===== config.mk =====
export PLATFORM = sky130hd
export DESIGN_NAME = uart_echo_fifo
export DESIGN_NICKNAME = d
export VERILOG_FILES = /design/src/rtl/uart_echo_fifo.sv
export SDC_FILE = /design/constraint.sdc
export NUM_CORES = 1
export LEC_CHECK = 0
export ABC_CLOCK_PERIOD_IN_PS = 2250
export BUFFER_PORTS_ARGS = -buffer_cell sky130_fd_sc_hd__buf_2
export CAP_MARGIN = 25
export CORE_MARGIN = 2
export CORE_UTILIZATION = 34
export DETAILED_ROUTE_END_ITERATION = 16
export GPL_TIMING_DRIVEN = 0
export HOLD_SLACK_MARGIN = 0.05
export PLACE_DENSITY = 0.58
export SLEW_MARGIN = 5
export SYNTH_ARGS = -nofsm -noshare
export SYNTH_HDL_FRONTEND = slang
export SYNTH_SLANG_ARGS = --single-unit
export TNS_END_PERCENT = 100

===== constraint.sdc =====
create_clock -name clk -period 2.25 [get_ports clk]
set_input_delay 0.1125 -clock clk [delete_from_list [all_inputs] [get_ports clk]]
set_output_delay 0.1125 -clock clk [all_outputs]
set_load 0.1 [all_outputs]

===== src/rtl/uart_echo_fifo.sv =====
// UART echo: RX engine -> FIFO -> TX engine with RTS/CTS flow control and an LED latch of the last good byte.
// Build with UART_PARITY_EN defined for even-parity frames and the sticky parity_err output.
module uart_echo_fifo #(
    parameter int CLK_HZ     = 12000000,
    parameter int BAUD       = 115200,
    parameter int DATA_BITS  = 8,
    parameter int FIFO_DEPTH = 16,
    parameter int CTS_MARGIN = 4
) (
    input  logic                 clk,
    input  logic                 rst_n,
    input  logic                 uart_rx,
    output logic                 uart_tx,
    input  logic                 uart_rts,
    output logic                 uart_cts,
    output logic [DATA_BITS-1:0] led,
`ifdef UART_PARITY_EN
    output logic                 parity_err,
`endif
    output logic                 overflow
);

    localparam int DIV   = (CLK_HZ + BAUD / 2) / BAUD;
    localparam int CNT_W = $clog2(DIV);
    localparam int PTR_W = $clog2(FIFO_DEPTH);
    localparam int BIT_W = $clog2(DATA_BITS + 1);

    localparam logic [CNT_W-1:0] DIV_LAST  = CNT_W'(DIV - 1);
    localparam logic [CNT_W-1:0] HALF_LAST = CNT_W'(DIV / 2 - 1);
    localparam logic [BIT_W-1:0] BITS_LAST = BIT_W'(DATA_BITS - 1);
    localparam logic [PTR_W:0]   FULL_CNT  = (PTR_W + 1)'(FIFO_DEPTH);
    localparam logic [PTR_W:0]   CTS_LEVEL = (PTR_W + 1)'(FIFO_DEPTH - CTS_MARGIN);

    typedef enum logic [2:0] {
        RX_IDLE,
        RX_START,
        RX_DATA,
`ifdef UART_PARITY_EN
        RX_PAR,
`endif
        RX_STOP
    } rx_state_t;

    typedef enum logic [2:0] {
        TX_IDLE,
        TX_START,
        TX_DATA,
`ifdef UART_PARITY_EN
        TX_PAR,
`endif
        TX_STOP
    } tx_state_t;

    // stage p0/p1: two-flop synchronisers, idle-high
    logic rx_p0, rx_p1, rts_p0, rts_p1;

    always_ff @(posedge clk or negedge rst_n) begin
        if (!rst_n) begin
            rx_p0  <= 1'b1;
            rx_p1  <= 1'b1;
            rts_p0 <= 1'b1;
            rts_p1 <= 1'b1;
        end else begin
            rx_p0  <= uart_rx;
            rx_p1  <= rx_p0;
            rts_p0 <= uart_rts;
            rts_p1 <= rts_p0;
        end
    end

    logic [DATA_BITS-1:0] mem [FIFO_DEPTH];
    logic [PTR_W-1:0]     wr_ptr, rd_ptr;
    logic [PTR_W:0]       count;
    logic                 full, wr_en, tx_pop, rx_push;
    logic [DATA_BITS-1:0] rx_byte, head;

    assign full  = (count == FULL_CNT);
    assign wr_en = rx_push && (!full || tx_pop);
    assign head  = mem[rd_ptr];

    always_ff @(posedge clk) begin
        if (wr_en) mem[wr_ptr] <= rx_byte;
    end

    always_ff @(posedge clk or negedge rst_n) begin
        if (!rst_n) begin
            wr_ptr   <= '0;
            rd_ptr   <= '0;
            count    <= '0;
            overflow <= 1'b0;
            uart_cts <= 1'b1;
            led      <= '0;
        end else begin
            if (wr_en)  wr_ptr <= wr_ptr + 1'b1;
            if (tx_pop) rd_ptr <= rd_ptr + 1'b1;
            case ({wr_en, tx_pop})
                2'b10:   count <= count + 1'b1;
                2'b01:   count <= count - 1'b1;
                default: count <= count;
            endcase
            // a dropped byte still counts as a good frame for the LEDs
            if (rx_push && full && !tx_pop) overflow <= 1'b1;
            if (rx_push) led <= rx_byte;
            uart_cts <= (count >= CTS_LEVEL);
        end
    end

    rx_state_t            rx_state;
    logic [CNT_W-1:0]     rx_cnt;
    logic [BIT_W-1:0]     rx_bits;
    logic [DATA_BITS-1:0] rx_sh;
    logic                 rx_tick, rx_par_bad;

    assign rx_tick = (rx_cnt == DIV_LAST);

    always_ff @(posedge clk or negedge rst_n) begin
        if (!rst_n) begin
            rx_state   <= RX_IDLE;
            rx_cnt     <= '0;
            rx_bits    <= '0;
            rx_push    <= 1'b0;
            rx_par_bad <= 1'b0;
`ifdef UART_PARITY_EN
            parity_err <= 1'b0;
`endif
        end else begin
            rx_push <= 1'b0;
            case (rx_state)
                RX_IDLE: begin
                    rx_par_bad <= 1'b0;
                    if (!rx_p1) begin
                        rx_state <= RX_START;
                        rx_cnt   <= '0;
                    end
                end
                RX_START: begin
                    if (rx_cnt == HALF_LAST) begin
                        rx_cnt   <= '0;
                        rx_bits  <= '0;
                        rx_state <= rx_p1 ? RX_IDLE : RX_DATA;
                    end else begin
                        rx_cnt <= rx_cnt + 1'b1;
                    end
                end
                RX_DATA: begin
                    if (rx_tick) begin
                        rx_cnt  <= '0;
                        rx_bits <= rx_bits + 1'b1;
                        if (rx_bits == BITS_LAST) begin
`ifdef UART_PARITY_EN
                            rx_state <= RX_PAR;
`else
                            rx_state <= RX_STOP;
`endif
                        end
                    end else begin
                        rx_cnt <= rx_cnt + 1'b1;
                    end
                end
`ifdef UART_PARITY_EN
                RX_PAR: begin
                    if (rx_tick) begin
                        rx_cnt     <= '0;
                        rx_state   <= RX_STOP;
                        rx_par_bad <= (rx_p1 != ^rx_sh);
                        if (rx_p1 != ^rx_sh) parity_err <= 1'b1;
                    end else begin
                        rx_cnt <= rx_cnt + 1'b1;
                    end
                end
`endif
                RX_STOP: begin
                    if (rx_tick) begin
                        rx_cnt   <= '0;
                        rx_state <= RX_IDLE;
                        rx_push  <= rx_p1 && !rx_par_bad;
                    end else begin
                        rx_cnt <= rx_cnt + 1'b1;
                    end
                end
                default: rx_state <= RX_IDLE;
            endcase
        end
    end

    always_ff @(posedge clk) begin
        if (rx_state == RX_DATA && rx_tick) rx_sh <= {rx_p1, rx_sh[DATA_BITS-1:1]};
        if (rx_state == RX_STOP && rx_tick) rx_byte <= rx_sh;
    end

    tx_state_t            tx_state;
    logic [CNT_W-1:0]     tx_cnt;
    logic [BIT_W-1:0]     tx_bits;
    logic [DATA_BITS-1:0] tx_sh;
    logic                 tx_tick;

    assign tx_tick = (tx_cnt == DIV_LAST);
    // rts is only honoured between frames
    assign tx_pop  = (tx_state == TX_IDLE) && (count != '0) && !rts_p1;

`ifdef UART_PARITY_EN
    logic tx_par;
    always_ff @(posedge clk) begin
        if (tx_pop) tx_par <= ^head;
    end
`endif

    always_ff @(posedge clk) begin
        if (tx_pop) tx_sh <= head;
        else if (tx_state == TX_DATA && tx_tick) tx_sh <= tx_sh >> 1;
    end

    always_ff @(posedge clk or negedge rst_n) begin
        if (!rst_n) begin
            tx_state <= TX_IDLE;
            tx_cnt   <= '0;
            tx_bits  <= '0;
            uart_tx  <= 1'b1;
        end else begin
            case (tx_state)
                TX_IDLE: begin
                    uart_tx <= 1'b1;
                    if (tx_pop) begin
                        tx_state <= TX_START;
                        tx_cnt   <= '0;
                        uart_tx  <= 1'b0;
                    end
                end
                TX_START: begin
                    if (tx_tick) begin
                        tx_cnt   <= '0;
                        tx_bits  <= '0;
                        tx_state <= TX_DATA;
                        uart_tx  <= tx_sh[0];
                    end else begin
                        tx_cnt <= tx_cnt + 1'b1;
                    end
                end
                TX_DATA: begin
                    if (tx_tick) begin
                        tx_cnt  <= '0;
                        tx_bits <= tx_bits + 1'b1;
                        if (tx_bits == BITS_LAST) begin
`ifdef UART_PARITY_EN
                            tx_state <= TX_PAR;
                            uart_tx  <= tx_par;
`else
                            tx_state <= TX_STOP;
                            uart_tx  <= 1'b1;
`endif
                        end else begin
                            uart_tx <= tx_sh[1];
                        end
                    end else begin
                        tx_cnt <= tx_cnt + 1'b1;
                    end
                end
`ifdef UART_PARITY_EN
                TX_PAR: begin
                    if (tx_tick) begin
                        tx_cnt   <= '0;
                        tx_state <= TX_STOP;
                        uart_tx  <= 1'b1;
                    end else begin
                        tx_cnt <= tx_cnt + 1'b1;
                    end
                end
`endif
                TX_STOP: begin
                    if (tx_tick) begin
                        tx_cnt   <= '0;
                        tx_state <= TX_IDLE;
                    end else begin
                        tx_cnt <= tx_cnt + 1'b1;
                    end
                end
                default: tx_state <= TX_IDLE;
            endcase
        end
    end

endmodule


# After elaboration in Yosys (flattened, before gate mapping)
# Memories as Yosys holds them, arrays and structs flattened.
# Index checks and enable logic that the tools add are counted.
# word_totals
mem_count	1
register_bits	81
input_bits	4
wordCells	124
output_inout_bits	11
mem_bits_rw	128
# op_classes
mux	38
eq_ne	24
addsub	8
order_cmp	1
n_reduce_logical	31
# memory_table
memory	depth	width	rd	rd_ports_with_merged_regs	write_ports	line_no	rtl
mem	16	8	1	0	1	71	logic [DATA_BITS-1:0] mem [FIFO_DEPTH];
# op_table
operator	count
$mux W7	5
$mux W3	10
$pmux W3 S4	2
$pmux W7 S3	1
$ne A2 B2 Y1 const B	9
$add A4 B1 Y4 const B	4
$mux W4	4
$mux W8	2
$pmux W4 S2	2
$add A7 B1 Y7 const B	2
$eq A7 B7 Y1 const B	2
$pmux W7 S2	1
$eq A3 B2 Y1 const B	4
$pmux W5 S2	1
$reduce_and A5 Y1	2
$reduce_bool A2 Y1	5
$reduce_and A3 Y1	3
$eq A4 B3 Y1 const B	2
$logic_and A1 B1 Y1	8
$mux W1	8
$eq A7 B6 Y1 const B	1
$eq A3 B1 Y1 const B	2
$logic_not A3 Y1	2
$reduce_bool A3 Y1	2
other kinds (15)	18

# Logic depth before layout (Yosys ltp)
# depth
depth_word	7
mapped_depth	10
depth_no_buf	10

# Least setup slack after synthesis
# OpenSTA, ideal clock, no wires.
# synth_timing
kind	reg2reg
from	register count[1]
to	register count[4]
period_less_slack_ns	2.306
setup_slack_ns	-0.056
required_ns	2.123
path_stages_with_launch	11
setup_time_ns	0.127
t_arrival_ns	2.179
path_cell_list	dfrtp_1 buf_6 or4_4 buf_6 o21ai_2 inv_2 ha_1 o21ai_0 o21ai_0 a32o_1 mux2i_1
# synth_via
elab_chain_len	7
word_cells_on_any_way	13
cone_classes	add/sub: 2; eq/ne: 3; mux: 1; reduce/logical: 7
# synth_lines
item	line_no	rtl
start, declared	73	logic [PTR_W:0] count;
start signal, assigned	97	2'b10: count <= count + 1'b1;
start signal, assigned	98	2'b01: count <= count - 1'b1;
start signal, assigned	99	default: count <= count;
$reduce_bool A5 Y1	199	assign tx_pop = (tx_state == TX_IDLE) && (count != '0) && !rts_p1;
$logic_and A1 B1 Y1 (2 in a row)	199	
$logic_or A1 B1 Y1	78	assign wr_en = rx_push && (!full || tx_pop);
$logic_and A1 B1 Y1	78	
$eq A2 B1 Y1 or $eq A2 B2 Y1 (tied branches)	96	case ({wr_en, tx_pop})
$pmux W5 S2 or $reduce_bool A2 Y1 (tied branches)	--	
# Several ways; a longest one is shown, not always the timed one.
# A chain may end at the register's enable or synchronous reset.

# Final worst setup path
# layout_timing
from	register count[0]
to	register count[4]
# Same word-level chain as after synthesis.

==> results.yml <==
outcome:
  status: "complete, no violations"
floorplan:
  die_h_um: 164.7
  die_w_um: 164.7
  rows: 58
  io_pins: 15
  die-area_um2: 27130
  initial_utilization: 0.3477
  fp.coreArea_um2: 25250
global_route:
  grt_pass1_vias: 5066
  antenna_found_initial: 0
  grt_max_degree: 38
  grt_pass1_wl_um: 27810
  grt_overflow_total: 0
  grt_usage: 0.1345
sta:
  period_needed_ns: 2.234
  tns_ns: 0
  rsz0062_at_grt: "true"
  hold_viol: 0
  tightest_slew_ns: 0.8880
  fin_skew_ns: 0.01718
  setup_viol: 0
  max_freq_mhz: 447.6
  drv_slew: 0
  max-slew-margin-rel: 0.4031
  finalCritPeriodShare: 0.9928
cts:
  cts_tree: "yes"
  cts_max_level: 1
  cts.sinks: 207
  worstSkewPairLatency_ns: 0.51
  clock-root-buffer: "clkbuf_16"
  cts_buffer_depth: 3
  clk_pin_slew_ns: 0.06
  cts_made_buffers: 22
synthesis:
  synthDistinctLibCells: 64
  syn_area_um2: 8781
  yosysTopAreaCell: "edfxtp_1"
  synthMostInstantiatedCell: "edfxtp_1"
  ys_seq_area_frac: 0.6774
  postSynthAreaPerCell_um2: 16.02
  ys_top_cells_by_area: "edfxtp_1 (52%), dfrtp_1 (14%), mux4_2 (8.2%)"
  synth.net_count: 569
  synth_commonest_cells: "edfxtp_1 (152), dfrtp_1 (49), nand2_1 (39)"
  yosysWarnings: 0
  syn_inst: 548
  async_flop_share: 0.2657
  ys.flop_type: "edfxtp_1"
  ys_ff_latch: 207
  synth_top_area_frac: 0.5198
  synth_edf_count: 152
worst_setup_path:
  crit_fanout: 6
  critPathBufInv: 1
  reg2reg_from: "count[0]"
  slowest_delay_ns: 0.59
  cpMaxStageDelayCell: "or4_4"
  cp.arrival_ns: 2.65
  worstPathRequired_ns: 2.67
  endpoint_kind: "flop"
  cp-start-kind: "flop"
  path_class: "flop to flop"
  path_delay_family: "simple AND/OR/NAND/NOR gates"
  path_cells: "or4_4 -> o21ai_4 -> inv_2 -> ha_4 -> nand3_1 -> a32o_1 -> mux2i_1"
  startpoint: "count[0]"
drt:
  ant_nets: 0
  first_pass_iters: 4
  post_drt_via_cell_ratio: 5.253
  drt_iter0_drc: 446
  drcViolationCount: 0
  postRouteWirelength_um: 17740
  post_drt_wl_per_cell_um: 18.82
  vias: 4954
power:
  p_leak_nw: 3.629
  p_per_area_nw_per_um2: 734.8
  seqPwrFrac: 0.538
  p_comb_frac: 0.005
  p_clk_frac: 0.457
  switchingPower_w: 0.001485
  p_int_w: 0.006070
  switching_share: 0.1966
  ir_drop_v: 0.0005122
cells_and_area:
  area_delta_synth_final_pct: 17.10
  num_antenna_cells: 0
  drive_gt1_frac: 0.2643
  nets: 619
  fin_util: 0.4072
hold_path:
  min_path_type: "input pin to asynchronous set/reset pin"
placed_design:
  gp_congestion: 0.8144
  hpwl_um: 11430
  port_buffers: 14
flow_run:
  cap_violations: 0
[power groups by stage]
| stage | Combinational [W] | Sequential (W) | Clock (W) |
|---|---|---|---|
| after detailed placement | 0.0000335 | 0.00414 | 0 |
| after global routing | 0.0000435 | 0.00406 | 0.00366 |
| after global placement | 0.0000282 | 0.00414 | 0 |
| final | 0.0000380 | 0.00407 | 0.00345 |
| after CTS | 0.0000389 | 0.00407 | 0.00352 |
| after floorplan | 0.00000482 | 0.00414 | 0 |
[kinds of logic (layout without fill, tap and decap cells)]
kind of cell               Yosys count  in the layout  share of synthesized area
DFF                                207            207                     0.6774
and+or+nand+nor                    124            124                    0.07452
AOI/OAI and AO/OA                   81             81                    0.06897
muxes                               66             66                     0.1228
buffers and inverters               42            107                    0.02109
adders and majority gates           17             17                    0.02422
xor gates and xnor gates            11             11                    0.01097
[layout by cell type, fill, tap and decap left out, types with 4 or more instances in the layout]
cell type,synthesis,layout
nand4_1,4,4
and2_1,17,5
buf_6,3,4
and2_4,0,12
clkbuf_2,0,7
o221ai_1,7,7
nor2_4,0,4
inv_1,16,14
o21ai_0,16,14
edfxtp_1,152,152
dfrtp_1,49,46
mux2_2,12,12
xnor2_1,9,9
clkbuf_16,0,23
nand3_1,11,11
mux4_2,32,32
nor2_1,21,16
mux2i_1,20,18
a32o_1,6,6
a22o_1,6,6
nand2_1,39,38
o211ai_1,4,4
a21oi_1,8,8
dfstp_2,6,6
clkbuf_1,17,15
buf_4,0,9
ha_1,17,14
buf_2,4,15
[state kept, by name, summed over array words and instances (netlist names), 4 cells and up]
signal / flops
rx_sh: 8
led: 8
tx_bits: 4
tx_cnt: 7
rd_ptr: 4
count: 5
rx_bits: 4
rx_byte: 8
tx_sh: 8
wr_ptr: 4
rx_cnt: 7
mem: 128
[layer usage]
layer / track usage / wire [um] / up-vias
li1: - / - / 2230
met1: 0.1763 / 7877 / 2600
met2: 0.2267 / 8861 / 88
met3: 0.02210 / 495 / 36
met4: 0.04822 / 510 / 0
met5: 0 / 0 / -
[path summary, 6_finish.rpt]
| path | to | slack (ns) | depth (start not counted) |
|---|---|---|---|
| hold reg to reg | rx_p1 | 0.36 | 0 |
| min in group clk | rx_p0 | 0.24 | 2 |
| setup / recovery | count[4] | 0.02 | 7 |
| max in group asynchronous | rts_p1 | 1.52 | 3 |
| setup reg to reg | count[4] | 0.02 | 7 |
| hold / removal | tx_cnt[0] | 0.11 | 2 |
[cell type report]
cell class / instances / area (um^2)
clock buffers: 28 / 594.3
plain buffers: 22 / 118.9
clock inverters: 11 / 93.84
repair buffers: 29 / 231.5
multi-input cells: 299 / 2813
flip-flops and latches: 207 / 5952
fillers: 2272 / 14970
inverters: 17 / 66.31
well taps: 330 / 412.9
[stage by stage]
step / hold WS, ns / worst slack (ns) / cell area (um^2) / total power (W) / std cells
after detailed placement: 0.09353 / -0.6575 / 9303 / 0.004177 / 893
after CTS: 0.1065 / -0.001473 / 10260 / 0.007625 / 941
final: 0.1067 / 0.01609 / 10280 / 0.007555 / 943
after global placement: 0.2184 / -0.5743 / 9276 / 0.004171 / 892
after global routing: 0.1360 / -0.09055 / 10280 / 0.007765 / 943
after floorplan: -0.1831 / 0.02915 / 8793 / 0.004147 / 548
[repair_timing]
action,CTS,global route
resized for setup,57,16
buffers inserted,8,9
setup endpoints to repair,147,161
hold endpoints to repair,52,0
pin swaps,9,8
hold buffers,3,0
No activity file was read; power rests on OpenSTA's default activity.
